===== config.mk =====
export PLATFORM = sky130hd
export DESIGN_NAME = prf_freelist_ctrl_flat
export DESIGN_NICKNAME = d
export VERILOG_FILES = /design/src/rtl/prf_freelist_if.sv /design/src/rtl/prf_freelist_ctrl.sv /design/src/flat_wrapper.sv
export SDC_FILE = /design/constraint.sdc
export NUM_CORES = 2
export LEC_CHECK = 0
export ABC_CLOCK_PERIOD_IN_PS = 32400
export BUFFER_PORTS_ARGS = -buffer_cell sky130_fd_sc_hd__clkbuf_2
export CORE_ASPECT_RATIO = 1.2
export CORE_MARGIN = 4
export CORE_UTILIZATION = 57
export CTS_CLUSTER_SIZE = 30
export DETAILED_ROUTE_END_ITERATION = 6
export PLACE_DENSITY = 0.78
export SETUP_SLACK_MARGIN = 0.2
export SYNTH_ARGS = -nofsm -noshare
export SYNTH_HDL_FRONTEND = slang
export SYNTH_SLANG_ARGS = --single-unit

===== constraint.sdc =====
create_clock -name clk -period 32.4 [get_ports clk]
set_input_delay 8.1 -clock clk [delete_from_list [all_inputs] [get_ports clk]]
set_output_delay 8.1 -clock clk [all_outputs]
set_load 0.1 [all_outputs]

===== src/rtl/prf_freelist_if.sv =====
// Rename-stage bundle between the dispatch/retire front end and the PRF free-list manager.
// master = front end driving requests and releases, slave = free-list controller.
interface prf_freelist_if #(
    parameter int unsigned PRF_IDX = 6
) ();
    logic                   flush;
    logic [1:0]             alloc_req;
    logic [1:0]             alloc_gnt;
    logic [2*PRF_IDX-1:0]   alloc_pidx;
    logic                   stall;
    logic [1:0]             retire;
    logic [2*PRF_IDX-1:0]   release_pidx;
    logic [PRF_IDX:0]       free_cnt;
    logic                   fl_err;

    modport master (
        output flush, alloc_req, retire, release_pidx,
        input  alloc_gnt, alloc_pidx, stall, free_cnt, fl_err
    );

    modport slave (
        input  flush, alloc_req, retire, release_pidx,
        output alloc_gnt, alloc_pidx, stall, free_cnt, fl_err
    );
endinterface


===== src/rtl/prf_freelist_ctrl.sv =====
// Physical-register free list and 2-way allocation arbiter with one-cycle flush recovery.
// Optional FL_CHECK_EN adds a free bitmap that flags double releases and busy grants on fl_err.
module prf_freelist_ctrl #(
    parameter int unsigned PRF_SZ  = 64,
    parameter int unsigned PRF_IDX = 6,
    parameter int unsigned ARF_SZ  = 32
) (
    input  logic          clk,
    input  logic          reset,
    prf_freelist_if.slave fl_if
);
    localparam int unsigned CNT_W    = PRF_IDX + 1;
    localparam int unsigned SUM_W    = CNT_W + 1;
    localparam int unsigned FREE_MAX = PRF_SZ - ARF_SZ;
    localparam logic [SUM_W-1:0] FREE_MAX_S = SUM_W'(FREE_MAX);

    logic [PRF_IDX-1:0] fl [PRF_SZ];
    logic [PRF_IDX-1:0] head;
    logic [PRF_IDX-1:0] arch_head;
    logic [PRF_IDX-1:0] tail;
    logic [CNT_W-1:0]   free_cnt;

    logic [1:0]         req;
    logic [1:0]         ret;
    logic [1:0]         gnt;
    logic               gnt0;
    logic               flush;
    logic [PRF_IDX-1:0] rel0;
    logic [PRF_IDX-1:0] rel1;
    logic [PRF_IDX-1:0] pidx0;
    logic [PRF_IDX-1:0] pidx1;
    logic [PRF_IDX-1:0] head_p1;
    logic [PRF_IDX-1:0] tail_p1;
    logic [1:0]         n_gnt;
    logic [1:0]         n_ret;
    logic               wr0;
    logic               wr1;
    logic [PRF_IDX-1:0] push0;
    logic [PRF_IDX-1:0] head_nxt;
    logic [PRF_IDX-1:0] arch_head_nxt;
    logic [PRF_IDX-1:0] tail_nxt;
    logic [SUM_W-1:0]   free_sum;
    logic [CNT_W-1:0]   free_cnt_nxt;

    assign req   = fl_if.alloc_req;
    assign ret   = fl_if.retire;
    assign flush = fl_if.flush;
    assign rel0  = fl_if.release_pidx[0 +: PRF_IDX];
    assign rel1  = fl_if.release_pidx[PRF_IDX +: PRF_IDX];

    assign head_p1 = head + PRF_IDX'(1);
    assign tail_p1 = tail + PRF_IDX'(1);

    // Grant arbitration: in-order, only against the registered count, nothing during flush/reset
    always_comb begin
        gnt0 = 1'b0;
        gnt  = 2'b00;
        if (!reset && !flush) begin
            gnt0   = req[0] && (free_cnt != '0);
            gnt[0] = gnt0;
            gnt[1] = req[1] && (req[0] ? (gnt0 && (free_cnt >= CNT_W'(2)))
                                       : (free_cnt != '0));
        end
    end

    assign pidx0 = fl[head];
    assign pidx1 = req[0] ? fl[head_p1] : fl[head];

    assign fl_if.alloc_gnt  = gnt;
    assign fl_if.alloc_pidx = {pidx1, pidx0};
    assign fl_if.stall      = reset ? 1'b0 : |(req & ~gnt);
    assign fl_if.free_cnt   = free_cnt;

    assign n_gnt = {1'b0, gnt[0]} + {1'b0, gnt[1]};
    assign n_ret = {1'b0, ret[0]} + {1'b0, ret[1]};

    // Releases are packed into consecutive tail slots in way order
    assign wr0   = |ret;
    assign wr1   = &ret;
    assign push0 = ret[0] ? rel0 : rel1;

    always_comb begin
        arch_head_nxt = arch_head + PRF_IDX'(n_ret);
        tail_nxt      = tail + PRF_IDX'(n_ret);
        head_nxt      = flush ? arch_head_nxt : head + PRF_IDX'(n_gnt);
        free_sum      = SUM_W'(free_cnt) + SUM_W'(n_ret) - SUM_W'(n_gnt);
        free_cnt_nxt  = CNT_W'(free_sum);
        if (free_sum > FREE_MAX_S) begin
            free_cnt_nxt = CNT_W'(FREE_MAX);
        end
        if (flush) begin
            free_cnt_nxt = CNT_W'(FREE_MAX);
        end
    end

    always_ff @(posedge clk or posedge reset) begin
        if (reset) begin
            for (int i = 0; i < int'(PRF_SZ); i++) begin
                fl[i] <= (i < int'(FREE_MAX)) ? PRF_IDX'(int'(ARF_SZ) + i) : '0;
            end
            head      <= '0;
            arch_head <= '0;
            tail      <= PRF_IDX'(FREE_MAX);
            free_cnt  <= CNT_W'(FREE_MAX);
        end else begin
            if (wr0) begin
                fl[tail] <= push0;
            end
            if (wr1) begin
                fl[tail_p1] <= rel1;
            end
            head      <= head_nxt;
            arch_head <= arch_head_nxt;
            tail      <= tail_nxt;
            free_cnt  <= free_cnt_nxt;
        end
    end

`ifdef FL_CHECK_EN
    logic [PRF_SZ-1:0]  free_map;
    logic [PRF_SZ-1:0]  free_map_nxt;
    logic               fl_err;
    logic               err_nxt;
    logic [PRF_IDX-1:0] slot;
    logic [PRF_IDX-1:0] tag;

    // Shadow free bitmap; on flush it is rebuilt from the committed free window
    always_comb begin
        free_map_nxt = free_map;
        err_nxt      = fl_err;
        slot         = '0;
        tag          = '0;
        if (gnt[0]) begin
            if (!free_map[pidx0]) err_nxt = 1'b1;
            free_map_nxt[pidx0] = 1'b0;
        end
        if (gnt[1]) begin
            if (!free_map[pidx1]) err_nxt = 1'b1;
            free_map_nxt[pidx1] = 1'b0;
        end
        if (ret[0]) begin
            if (free_map[rel0]) err_nxt = 1'b1;
            free_map_nxt[rel0] = 1'b1;
        end
        if (ret[1]) begin
            if (free_map[rel1]) err_nxt = 1'b1;
            free_map_nxt[rel1] = 1'b1;
        end
        if ((|ret) && (free_cnt == CNT_W'(FREE_MAX))) begin
            err_nxt = 1'b1;
        end
        if (flush) begin
            free_map_nxt = '0;
            for (int i = 0; i < int'(FREE_MAX); i++) begin
                slot = arch_head_nxt + PRF_IDX'(i);
                if (wr0 && (slot == tail)) begin
                    tag = push0;
                end else if (wr1 && (slot == tail_p1)) begin
                    tag = rel1;
                end else begin
                    tag = fl[slot];
                end
                free_map_nxt[tag] = 1'b1;
            end
        end
    end

    always_ff @(posedge clk or posedge reset) begin
        if (reset) begin
            free_map <= {{FREE_MAX{1'b1}}, {ARF_SZ{1'b0}}};
            fl_err   <= 1'b0;
        end else begin
            free_map <= free_map_nxt;
            fl_err   <= err_nxt;
        end
    end

    assign fl_if.fl_err = fl_err;
`else
    assign fl_if.fl_err = 1'b0;
`endif

endmodule

===== src/flat_wrapper.sv =====
// flat-port wrapper written by rule: the top's interface ports become plain ports
module prf_freelist_ctrl_flat 
#(
    parameter int unsigned PRF_SZ  = 64,
    parameter int unsigned PRF_IDX = 6,
    parameter int unsigned ARF_SZ  = 32
)
  (clk, reset, fl_if_flush, fl_if_alloc_req, fl_if_retire, fl_if_release_pidx, fl_if_alloc_gnt, fl_if_alloc_pidx, fl_if_stall, fl_if_free_cnt, fl_if_fl_err);
  prf_freelist_if #(.PRF_IDX(PRF_IDX)) fl_if_i ();
  input  logic clk;
  input  logic reset;
  input wire logic [$bits(fl_if_i.flush)-1:0] fl_if_flush;
  input wire logic [$bits(fl_if_i.alloc_req)-1:0] fl_if_alloc_req;
  input wire logic [$bits(fl_if_i.retire)-1:0] fl_if_retire;
  input wire logic [$bits(fl_if_i.release_pidx)-1:0] fl_if_release_pidx;
  output wire logic [$bits(fl_if_i.alloc_gnt)-1:0] fl_if_alloc_gnt;
  output wire logic [$bits(fl_if_i.alloc_pidx)-1:0] fl_if_alloc_pidx;
  output wire logic [$bits(fl_if_i.stall)-1:0] fl_if_stall;
  output wire logic [$bits(fl_if_i.free_cnt)-1:0] fl_if_free_cnt;
  output wire logic [$bits(fl_if_i.fl_err)-1:0] fl_if_fl_err;
  assign fl_if_i.flush = fl_if_flush;
  assign fl_if_i.alloc_req = fl_if_alloc_req;
  assign fl_if_i.retire = fl_if_retire;
  assign fl_if_i.release_pidx = fl_if_release_pidx;
  assign fl_if_alloc_gnt = fl_if_i.alloc_gnt;
  assign fl_if_alloc_pidx = fl_if_i.alloc_pidx;
  assign fl_if_stall = fl_if_i.stall;
  assign fl_if_free_cnt = fl_if_i.free_cnt;
  assign fl_if_fl_err = fl_if_i.fl_err;
  prf_freelist_ctrl #(.PRF_SZ(PRF_SZ), .PRF_IDX(PRF_IDX), .ARF_SZ(ARF_SZ)) u_core (.clk(clk), .reset(reset), .fl_if(fl_if_i));
endmodule

# After elaboration in Yosys (flattened, before gate mapping)
# Index checks and enable logic that the tools add are counted.
[totals]
regBits = 409
input_bits = 19
out_inout_bits = 23
[op_classes]
n_addsub = 9
n_lt_le_gt_ge = 8
n_mux = 22
bitwise = 6
n_reduce_logical = 12
[ops]
columns = ["operator", "n"]
rows = [
  ["$bwmux W384", 2],
  ["$mux W384", 2],
  ["$bmux W6 S6", 2],
  ["$demux W6 S6", 2],
  ["$mux W6", 9],
  ["$ge A7 B7 Y1 const B", 4],
  ["$not A6 Y7", 4],
  ["$add A6 B2 Y6", 3],
  ["$lt A7 B1 Y1 const B", 2],
  ["$mux W7", 2],
  ["$add A6 B1 Y6 const B", 2],
  ["$add A7 B2 Y8", 1],
  ["$gt A8 B6 Y1 const B", 1],
  ["$sub A8 B2 Y8", 1],
  ["$ge A7 B2 Y1 const B", 1],
  ["$reduce_bool A7 Y1", 1],
  ["$logic_and A1 B1 Y1", 6],
  ["$add A1 B1 Y2", 2],
  ["$reduce_or A2 Y1", 2],
  ["$and A2 B2 Y2", 1],
  ["$logic_not A1 Y1", 2],
  ["$mux W1", 2],
  ["$mux W2", 1],
  ["$not A2 Y2", 1],
  ["$reduce_and A2 Y1", 1],
]

# Logic depth before layout (Yosys ltp)
[depth]
depth_word = 11
mapped_depth = 18
mapped_depth_nobuf = 18

# Least setup slack after synthesis
# No wires, ideal clock.
[synth_path]
path_type = "input-to-output"
startpoint = "input port fl_if_alloc_req[0]"
endpoint = "output port fl_if_stall"
t_arrival_ns = 12.188
required_ns = 24.300
setup_slack_ns = 12.112
path_stages = 5
path_buffers = 1
cell_sequence = "buf_4 > nand3_1 > a21oi_1 > nor3b_1 > nor3_1"
[synth_between]
elab_chain_cells = 9
[synth_rtl]
columns = ["element", "line", "text"]
rows = [
  ["start: declaration", "flat_wrapper.sv:13", "input wire logic [$bits(fl_if_i.alloc_req)-1:0] fl_if_alloc_req;"],
  ["$logic_and A1 B1 Y1", "prf_freelist_ctrl.sv:59", "gnt0 = req[0] && (free_cnt != '0);"],
  ["$logic_and A1 B1 Y1", "prf_freelist_ctrl.sv:61", "gnt[1] = req[1] && (req[0] ? (gnt0 && (free_cnt >= CNT_W'(2)))"],
  ["$mux W1 (*)", "prf_freelist_ctrl.sv:61", ""],
  ["$logic_and A1 B1 Y1 (*)", "prf_freelist_ctrl.sv:61", ""],
  ["$mux W2 (*)", "prf_freelist_ctrl.sv:58", "if (!reset && !flush) begin"],
  ["named net fl_if_alloc_gnt[1]", "flat_wrapper.sv:16", "output wire logic [$bits(fl_if_i.alloc_gnt)-1:0] fl_if_alloc_gnt;"],
  ["$not A2 Y2 (*)", "prf_freelist_ctrl.sv:71", "assign fl_if.stall = reset ? 1'b0 : |(req & ~gnt);"],
  ["$and A2 B2 Y2 (*)", "prf_freelist_ctrl.sv:71", ""],
  ["$reduce_or A2 Y1 (*)", "prf_freelist_ctrl.sv:71", ""],
  ["$mux W1 (*)", "prf_freelist_ctrl.sv:71", ""],
  ["end: declaration", "flat_wrapper.sv:18", "output wire logic [$bits(fl_if_i.stall)-1:0] fl_if_stall;"],
]
# The timed path passes the listed nets; every way through them passes the cells marked *.

# Worst setup path in the final report
[layout_path]
startpoint = "input port fl_if_alloc_req[0]"
endpoint = "output port fl_if_alloc_pidx[10]"
[layout_between]
elab_chain_cells = 1
[layout_rtl]
columns = ["element", "line", "text"]
rows = [
  ["$mux W6", "prf_freelist_ctrl.sv:67", "assign pidx1 = req[0] ? fl[head_p1] : fl[head];"],
  ["end: declaration", "flat_wrapper.sv:17", "output wire logic [$bits(fl_if_i.alloc_pidx)-1:0] fl_if_alloc_pidx;"],
]
# Every way passes these cells.

==> results.cfg <==
[yosys]
seq_area_frac_synth = 0.373
syn_avg_cell_area_um2 = 9.90
synthArstFlopShare = 1.00
syn_area_um2 = 27900
syn_inst = 2813
yosysWarningCount = 0
synthFlopType = dfrtp_1
synth_edf_count = 0
ys_ff_latch = 409
ys_types = 87

[final_layout]
nFillCells = 3756
drive_gt1_frac = 0.290
final_common_cell = nand2_1
synthToLayoutAreaGrowth_pct = 5.63
nets = 2723
most-common-layout-cells = nand2_1 (575), o21ai_0 (332), mux2_2 (317), dfrtp_1 (292), nor2_1 (172)

[clock_network]
cts-root-buf = clkbuf_16
cts-resized-gates = 0
clkLatencyLatePin_ns = 0.60
clockBufferDepth = 3
clkSinkCount = 409
numCtsBuffers = 43
h-tree-depth = 2
cts_hold_buf = 0
cts_setup_buffers = 0
cts.clk_slew.worst_paths_ns = 0.06
cts_tree = built

[placement]
place_congestion = 1.04
preCtsSetupSlack_ns = 14.01
place_hpwl_um = 57500
io_buffers = 40

[floorplanning]
start_util = 0.578
die-area_um2 = 52500
num_io_pins = 42
core_area_um2 = 48200
die_w_um = 210
num_rows = 88
die_height_um = 250

[power]
ir_worst_vdd_mv = 0.203
power.leakage_nw = 12.3
power.density_nw_per_um2 = 118
power.total_w = 0.00346

[routing]
routed_via_density = 6.93
wirelength_um = 88700
ant_nets = 0
drt_iter0_drc = 2828
drtPass1Iterations = 6
drc_errors = 0
vias = 23145
post_drt_wl_per_cell_um = 26.6

[timing]
finalWorstSetupSlack_ns = 13.88
maxSlewHeadroom = 0.129
min_period_ns = 18.52
rsz0062_at_grt = false
tightest_slew_ns = 1.31
fmax_mhz = 54.0
clock_skew_ns = 0.0135
finalCritPeriodShare = 0.571
tns_ns = 0
setup_viol = 0
holdWs_ns = 0.492
timing.final.hold_violations = 0
drv_slew = 0

[critical_path]
crit_chain = clkbuf_2 -> inv_1 -> nor3_1 -> o2111a_1 -> a221o_1 -> clkbuf_2
cp_max_fo = 9
cpMaxStageDelayCell = nor3_1
crit_type = input pin to output port
reg2reg_depth = 15
slowest_delay_ns = 0.68
startpoint_type = input pin
worst_path_most_repeated_cell = clkbuf_2
crit_required_ns = 24.30
endpoint_kind = output port
arrival_ns = 10.42

[grt]
antenna_found_initial = 1
grt_pass1_vias = 23364
overflow = 0
grt_max_degree = 187
grt_pass1_wl_um = 137000
grt_util_all_layers = 0.334

[outcome]
status = completed

[run]
max-cap-violations = 0

[min_path]
worstHoldPathType = flip-flop to flip-flop
min_delay_path_depth = 1
-- path summary, 6_finish.rpt --
path	start	endpoint	slack (ns)
max in group asynchronous	reset	u_core.fl[117]	22.49
worst min-delay path	u_core.arch_head[5]	u_core.arch_head[5]	0.49
worst min register to register	u_core.arch_head[5]	u_core.arch_head[5]	0.49
worst max register to register	u_core.fl_if.free_cnt[5]	u_core.fl_if.free_cnt[2]	27.94
worst max-delay path	fl_if_alloc_req[0]	fl_if_alloc_pidx[10]	13.88
min in group asynchronous	reset	u_core.arch_head[1]	7.63
-- critical path, delay by kind of cell --
family | cells | cell delay (ns)
buffers and inverters | 3 | 1.08
AOI/OAI and AO/OA | 2 | 0.54
and+or+nand+nor | 1 | 0.68
-- layout make-up --
class / instances / area (um^2) / area share
clock buffers: 60 / 1230 / 0.0418
multi-input cells: 2107 / 16100 / 0.549
flip-flops and latches: 409 / 10400 / 0.353
clock inverters: 18 / 249 / 0.00846
inverters: 41 / 161 / 0.00548
well taps: 630 / 788 / 0.0268
diodes: 1 / 2.50 / 0.0000850
repair buffers: 72 / 465 / 0.0158
-- per-layer routing --
metal	wire, um	GRT usage	up-vias	part of all wire
met2	40600	0.521	1593	0.46
met4	7290	0.228	0	0.082
met3	10300	0.0980	492	0.12
li1	-	-	9757	-
met1	30400	0.400	11303	0.34
met5	0	0	-	0
-- state kept, by name, summed over array words and instances, names as in the netlist --
register               flops
u_core.fl                384
u_core.fl_if.free_cnt      7
u_core.arch_head           6
u_core.head                6
u_core.tail                6
-- Yosys cell counts (5+ instances only) --
cell	n	area share
buf_4	20	0.0054
dfrtp_1	295	0.26
nor2_1	173	0.023
nor2b_1	13	0.0029
buf_2	69	0.012
buf_12	6	0.0043
ha_1	25	0.011
a21oi_1	109	0.020
o21ai_0	332	0.060
mux2i_1	78	0.028
xor2_1	5	0.0016
nand4_1	7	0.0016
dfstp_2	114	0.11
nor3_2	7	0.0025
o21ai_1	55	0.0099
clkbuf_1	146	0.020
o2111ai_1	5	0.0016
xnor2_1	12	0.0038
buf_6	10	0.0040
mux2_1	8	0.0032
nor2_2	12	0.0027
fa_1	5	0.0036
a31oi_1	11	0.0025
o21a_1	5	0.0013
mux4_2	145	0.12
and3_1	7	0.0016
nor3_1	14	0.0025
nand2b_1	11	0.0025
nor2_8	8	0.0057
a32oi_1	9	0.0028
nand2_1	575	0.077
inv_1	39	0.0053
mux4_1	20	0.019
a22oi_1	18	0.0049
nand3_1	37	0.0066
mux2_2	317	0.13
and2_1	7	0.0016
-- through the flow --
stage               instances  cell area (um^2)  utilization
floorplan                2814             27900            -
detailed placement       3259             27900        0.579
finish                   3338             29400        0.610
CTS                      3337             29400        0.610
global route             3337             29400        0.610
global placement         3259             27900        0.579
-- where the power goes --
group | leakage [nW] | switching [W] | internal (W) | total, W
logic | 6.49 | 0.00115 | 0.000772 | 0.00192
clock network | 0.729 | 0.000220 | 0.000313 | 0.000533
registers | 5.03 | 0.000234 | 0.000774 | 0.00101
-- kinds of logic (layout without fill, tap and decap cells) --
kind of cell	count (synthesis)	in the layout	share of synthesized area
AND/OR/NAND/NOR	890	890	0.137
AO/OA/AOI/OAI	598	598	0.121
multiplexers	568	568	0.295
flip-flops	409	409	0.373
buffers and inverters	298	191	0.0527
adder cells (fa/ha/maj)	30	30	0.0148
XOR/XNOR	19	19	0.00692
other	1	3	0.000135
(Power assumes the default switching activity.)
